$ cat src/rtl/fifo_generator.sv
//------------------------------------------------------------------------------
// Module   : fifo_generator
// Brief    : Single-clock FIFO with registered full/empty/almost flags.
// Revision : 1.0
//------------------------------------------------------------------------------
`default_nettype none

module fifo_generator #(
    parameter int DATA_W = 8,
    parameter int DEPTH  = 16,
    parameter int ADDR_W = 4
) (
    input  logic              clk,
    input  logic              rst,
    input  logic [DATA_W-1:0] din,
    input  logic              wr_en,
    input  logic              rd_en,
    output logic [DATA_W-1:0] dout,
    output logic              full,
    output logic              almost_full,
    output logic              empty,
    output logic              almost_empty
);

    localparam logic [ADDR_W:0] c_DEPTH    = ADDR_W'(DEPTH) == '0 ? {1'b1, {ADDR_W{1'b0}}}
                                                              : (ADDR_W+1)'(DEPTH);
    localparam logic [ADDR_W:0] c_DEPTH_M1 = c_DEPTH - 1'b1;
    localparam logic [ADDR_W:0] c_ONE      = (ADDR_W+1)'(1);

    logic [DATA_W-1:0] mem_q [DEPTH];

    logic [ADDR_W-1:0] wr_ptr_q, wr_ptr_d;
    logic [ADDR_W-1:0] rd_ptr_q, rd_ptr_d;
    logic [ADDR_W:0]   count_q,  count_d;
    logic [DATA_W-1:0] dout_q,   dout_d;
    logic              full_q,   full_d;
    logic              afull_q,  afull_d;
    logic              empty_q,  empty_d;
    logic              aempty_q, aempty_d;

    logic w_wr_acc;
    logic w_rd_acc;

    // Acceptance uses the registered flags, i.e. the state before the edge.
    assign w_wr_acc = wr_en && !full_q;
    assign w_rd_acc = rd_en && !empty_q;

    always_comb begin
        wr_ptr_d = wr_ptr_q;
        rd_ptr_d = rd_ptr_q;
        count_d  = count_q;
        dout_d   = dout_q;

        if (w_wr_acc) begin
            wr_ptr_d = wr_ptr_q + 1'b1;
        end
        if (w_rd_acc) begin
            rd_ptr_d = rd_ptr_q + 1'b1;
            dout_d   = mem_q[rd_ptr_q];
        end

        case ({w_wr_acc, w_rd_acc})
            2'b10:   count_d = count_q + c_ONE;
            2'b01:   count_d = count_q - c_ONE;
            default: count_d = count_q;
        endcase

        full_d   = (count_d == c_DEPTH);
        afull_d  = (count_d >= c_DEPTH_M1);
        empty_d  = (count_d == '0);
        aempty_d = (count_d <= c_ONE);
    end

    always_ff @(posedge clk or posedge rst) begin
        if (rst) begin
            wr_ptr_q <= '0;
            rd_ptr_q <= '0;
            count_q  <= '0;
            dout_q   <= '0;
            full_q   <= 1'b0;
            afull_q  <= 1'b0;
            empty_q  <= 1'b1;
            aempty_q <= 1'b1;
        end else begin
            wr_ptr_q <= wr_ptr_d;
            rd_ptr_q <= rd_ptr_d;
            count_q  <= count_d;
            dout_q   <= dout_d;
            full_q   <= full_d;
            afull_q  <= afull_d;
            empty_q  <= empty_d;
            aempty_q <= aempty_d;
        end
    end

    // Storage is left unreset so it can map onto RAM primitives.
    always_ff @(posedge clk) begin
        if (w_wr_acc) begin
            mem_q[wr_ptr_q] <= din;
        end
    end

    assign dout         = dout_q;
    assign full         = full_q;
    assign almost_full  = afull_q;
    assign empty        = empty_q;
    assign almost_empty = aempty_q;

endmodule

`default_nettype wire

$ cat config.mk
export PLATFORM = sky130hd
export DESIGN_NAME = fifo_generator
export DESIGN_NICKNAME = d
export VERILOG_FILES = /design/src/rtl/fifo_generator.sv
export SDC_FILE = /design/constraint.sdc
export NUM_CORES = 1
export LEC_CHECK = 0
export CAP_MARGIN = 20
export CELL_PAD_IN_SITES_DETAIL_PLACEMENT = 0
export CELL_PAD_IN_SITES_GLOBAL_PLACEMENT = 1
export CORE_MARGIN = 4
export CORE_UTILIZATION = 52
export CTS_CLUSTER_SIZE = 40
export DETAILED_ROUTE_END_ITERATION = 10
export HOLD_SLACK_MARGIN = 0.08
export PLACE_DENSITY_LB_ADDON = 0.1
export RECOVER_POWER = 25
export SETUP_SLACK_MARGIN = 0.1
export SKIP_LAST_GASP = 1
export SYNTH_ARGS = -nofsm -noshare
export SYNTH_HDL_FRONTEND = slang
export SYNTH_SLANG_ARGS = --single-unit
export TNS_END_PERCENT = 10
$ cat constraint.sdc
create_clock -name clk -period 5 [get_ports clk]
set_clock_uncertainty 0.1 [all_clocks]
set_input_delay 0.5 -clock clk [delete_from_list [all_inputs] [get_ports clk]]
set_output_delay 0.5 -clock clk [all_outputs]
set_load 0.01 [all_outputs]
# Yosys cells after proc, flatten, opt, wreduce, memory -nomap -nowiden
# Memory sizes are Yosys's and may differ from the RTL's. A register that Yosys moved wholly into a read port is not among the register bits.
# Cells that the tools add are included.
totals:
  n_memories: 1
  register_bits: 17
  word_cells: 25
  ram_bits: 128
  input_bits: 12
mem_list:
  columns: ["memory", "depth", "word_bits", "read_ports", "rd_ports_with_merged_regs", "write_ports", "line_no", "rtl"]
  rows:
  - ["mem_q", 16, 8, 1, 1, 1, "30", "logic [DATA_W-1:0] mem_q [DEPTH];"]
op_classes:
  n_reduce_logical: 5
  n_eq_ne: 3
  magnitude_cmp: 2
  mux: 3
  addsub: 4
ops:
  columns: ["op", "count"]
  rows:
  - ["case mux 5 bit (2 select lines)", 1]
  - ["adder 4 x 1 -> 4 bit (second input constant)", 2]
  - ["adder 5 x 1 -> 5 bit (second input constant)", 1]
  - ["== test 5 bit (second input constant)", 1]
  - ["greater-or-equal comparator 5 x 4 -> 1 bit (second input constant)", 1]
  - ["less-or-equal comparator 5 x 1 -> 1 bit (second input constant)", 1]
  - ["zero test 5 bit", 1]
  - ["subtractor 5 x 1 -> 5 bit (second input constant)", 1]
  - ["== test 2 x 1 -> 1 bit (second input constant)", 1]
  - ["== test 2 bit (second input constant)", 1]
  - ["logical AND 1 bit", 2]
  - ["zero test 1 bit", 2]
  - ["2-to-1 mux 1 bit", 2]

# Depth between registers and ports, before layout
logic_depth:
  depth_word: 5
  ltp_mapped: 10
  ltp_nobuf: 10

# Worst setup path after synthesis
# No wires, ideal clock.
synth_timing:
  kind: "register to register"
  startpoint: "register empty_q, in the netlist empty"
  endpoint: "register full_q, in the netlist full"
  setup_ns: 0.105
  path_slack_ns: 2.380
  t_arrival_ns: 2.415
  stages_incl_launch_ff: 11
  required_time_ns: 4.795
  cell_sequence: "dfstp_2 -> nand2b_1 -> clkinv_1 -> nand2_1 -> xnor2_1 -> ha_1 -> or3b_2 -> nand4_1 -> a21oi_1 -> xor2_1 -> nor4b_1"
synth_between:
  elab_chain_len: 5
  word_cells_on_any_way: 6
synth_lines:
  columns: ["item", "line_no", "rtl"]
  rows:
  - ["from (decl)", "38", "logic empty_q, empty_d;"]
  - ["from (signal assigned)", "91", "empty_q <= empty_d;"]
  - ["zero test 1 bit (*)", "46", "assign w_rd_acc = rd_en && !empty_q;"]
  - ["logical AND 1 bit (*)", "46", null]
  - ["== test 2 x 1 -> 1 bit / == test 2 bit (equally long branches)", "62", "case ({w_wr_acc, w_rd_acc})"]
  - ["case mux 5 bit (2 select lines) (*)", "62", null]
  - ["net count_d[4]", "34", "logic [ADDR_W:0] count_q, count_d;"]
  - ["== test 5 bit (*)", "68", "full_d = (count_d == c_DEPTH);"]
  - ["net full_d", "36", "logic full_q, full_d;"]
  - ["to (signal assigned)", "89", "full_q <= full_d;"]
  - ["to (decl)", "36", null]
# Mark *: on every way through the listed nets, which the timed path passes. The rest lies on a longest branch.
# A chain may end at the register's enable or synchronous reset.

# Worst setup path after layout
# Same ends and word-level chain as after synthesis.

==> results.md <==
- Status: finished clean
- Top FF cell, synth: edfxtp_1
- P_leak: 0.00243 µW
- Seq pwr share: 42.4%
- Via density: 5.97
- Via count of the first global-routing pass: 3,255
- Least-Margin Pin Slew: 1140 ps
- Diode count: 0
- WP depth: 10
- Initial Util: 53.7%
- Longest Clk Path Bufs: 2
- CP peak stage delay: 560 ps
- Resized cells post-CTS: 0
- Sw Ratio: 32.1%
- Worst hold-check path type: in2async
- Max Clk Rate: 0.286 GHz
- FP Rows: 39
- Register clock-pin slew on the reported worst setup and hold paths: 60 ps
- Max Slew Vio Count: 0
- Mapped Area: 0.00618 mm²
- P per Cell Area: 586 mW/mm²
- Die area: 0.0137 mm²
- Internal power: 2830 µW
- Die height: 117 µm
- Final WS setup: 1510 ps
- EDFF count, synth: 128
- Final Core Density: 61.8%
- CP top delay family: simple AND/OR/NAND/NOR gates
- FF-to-FF setup slack: 1510 ps
- Largest net degree at the start of global routing: 30
- Global-route wire length before repair: 19.2 mm
- CP startpoint kind: register
- Routed length per instance: 22.8 µm
- Buffers on Ports: 23
- Post-synthesis register bit count: 153
- Period utilisation layout: 69.8%
- CTS tree: yes
- Synth cell types: 40
- P_sw: 1340 µW
- Routed via count: 3,230
- R2r endpoint: full$_DFF_PP0_
- Most frequent cells in the layout: 128 x edfxtp_1, 22 x dfrtp_1, 18 x nor2b_1, 18 x clkdlybuf4s50_1, 17 x clkbuf_16
- CP Class: reg2reg
- # Max-Cap Violations: 0
- Final net count: 404
- Clock group share of total power: 29.2%
- Final wirelength: 12.4 mm
- Skew-Pair Late Insertion Delay: 420 ps
- Initial DRC Count: 295
- Share of layout cells above drive strength 1: 14.1%
- Core area: 0.0115 mm²
- Antenna-violating nets left: 0
- Critical path fanouts, max: 15
- Slowest cell on the critical path: nand2b_1
- Peak VDD IR: 431 µV
- Worst setup EP type: register
- Drt first pass iters: 4
- Syn Inst Count: 354
- Clk sink count: 153
- Commonest non-fill, non-tap cell in the layout: edfxtp_1
- Top Ports: 24
- DR DRC count: 0
- Unrepaired setup endpoints after global routing: false
- WP buf/inv: 1
- Grt ovf: 0
- Fin crit period: 3490 ps
- Placed Cells: 508
- Setup violators final: 0
- Yosys synthesis warning count: 0
- Normalized max-slew margin: 23.9%
- Place WS: 1240 ps
- # hold bufs at CTS: 0
- Fin area: 0.00711 mm²
- Cts bufs inserted: 17
- Final Hold Fails: 0
- Asr flop ratio synth: 16.3%
- Routability cong.: 0.847
- Post-synthesis sequential area ratio: 72.3%
- Post-synthesis net count: 373
- CTS H-Tree Depth: 4
- Finished Layout Cells: 541
- R2r worst-path depth: 10
- Worst Path Arrival: 3700 ps
- DP Area: 0.00654 mm²
- Synthesis-to-layout area growth: 15.0%
- Detailed Place HPWL: 7.56 mm
- Postcts setup bufs: 0
- Chip width: 117 µm
- Fin Setup TNS: 0 ps
- FF-to-FF Start: empty$_DFF_PP1_
- CP required: 5210 ps
- Root Driver: clkbuf_16
- Initial antenna violation count: 0
- GRT Total Usage: 20.1%
- Combinational Power Share: 28.4%
- Average cell area after synthesis: 17.5 µm²
- Worst path cell trace: nand2b_1, clkinv_1, nand2_1, xnor2_1, ha_1, or3b_2, nand4_1, a21oi_1, xor2_1, nor4b_1
==> flip-flops by register name, summed over array words and instances, names as in the netlist <==
name and count:
almost_full 1, rd_ptr_q 4, mem_q 128, almost_empty 1, wr_ptr_q 4, dout 8
count_q 5, full 1, empty 1
==> synthesized netlist by cell type (7+ instances only) <==
library cell | number | area share (%)
nand2_1 | 12 | 0.73
mux2i_1 | 16 | 2.6
nor4_1 | 10 | 1.0
nor2b_1 | 18 | 1.8
a221o_1 | 8 | 1.3
a211oi_1 | 8 | 0.97
a2111oi_0 | 8 | 1.1
buf_2 | 7 | 0.57
edfxtp_1 | 128 | 62
ha_1 | 7 | 1.4
xnor2_1 | 9 | 1.3
mux2_2 | 9 | 1.6
clkbuf_1 | 8 | 0.49
a22o_1 | 8 | 1.1
mux4_1 | 10 | 4.2
nor2_1 | 14 | 0.85
dfrtp_1 | 23 | 9.3
==> kinds of logic (layout without fill, tap and decap cells) <==
family          Yosys count  count (layout)  share of synthesized area (%)
mux                      41              41                           10.7
xor+xnor                 11              11                           1.56
simple gates             71              71                           6.07
flops                   153             153                           72.3
compound gates           45              45                           5.89
buf+inv                  26              70                           2.10
fa+ha+maj                 7               7                           1.42
==> power by group through the flow <==
stage	combinational (µW)	sequential (µW)	clock (µW)
3_5_place_dp	1190	1790	0
5_1_grt	1300	1800	1300
3_3_place_gp	1170	1790	0
4_1_cts	1190	1770	1230
2_1_floorplan	879	1710	0
6_report	1190	1770	1220
==> metrics by stage <==
stage          total power (µW)  hold slack [ps]
5_1_grt                    4390              358
2_1_floorplan              2590              367
4_1_cts                    4200              404
3_5_place_dp               2980              392
3_3_place_gp               2960              391
6_report                   4170              340
==> worst max path at each step <==
stage,start,endpoint,slack [ps]
3_3_place_gp,rd_en,full$_DFF_PP0_,1290
5_1_grt,empty$_DFF_PP1_,full$_DFF_PP0_,1330
6_report,empty$_DFF_PP1_,full$_DFF_PP0_,1510
2_1_floorplan,empty$_DFF_PP1_,full$_DFF_PP0_,2380
4_1_cts,empty$_DFF_PP1_,full$_DFF_PP0_,1540
3_5_place_dp,rd_en,full$_DFF_PP0_,1240
==> layer usage <==
layer / vias up / GRT usage, % / wire (µm)
met5: - / 0 / 0
met4: 0 / 7.42 / 215
met3: 18 / 5.14 / 648
met2: 87 / 29.9 / 5790
met1: 1653 / 28.9 / 5700
li1: 1472 / - / -
==> layout make-up <==
class                           instances  area [µm²]
Sequential cell                       153        4470
Fill cell                             853        4400
Multi-Input combinational cell        175        1580
Clock buffer                           18         429
Timing Repair Buffer                   31         287
Tap cell                              143         179
Clock inverter                         14         136
Inverter                                7        26.3
(Power assumes the default switching activity.)
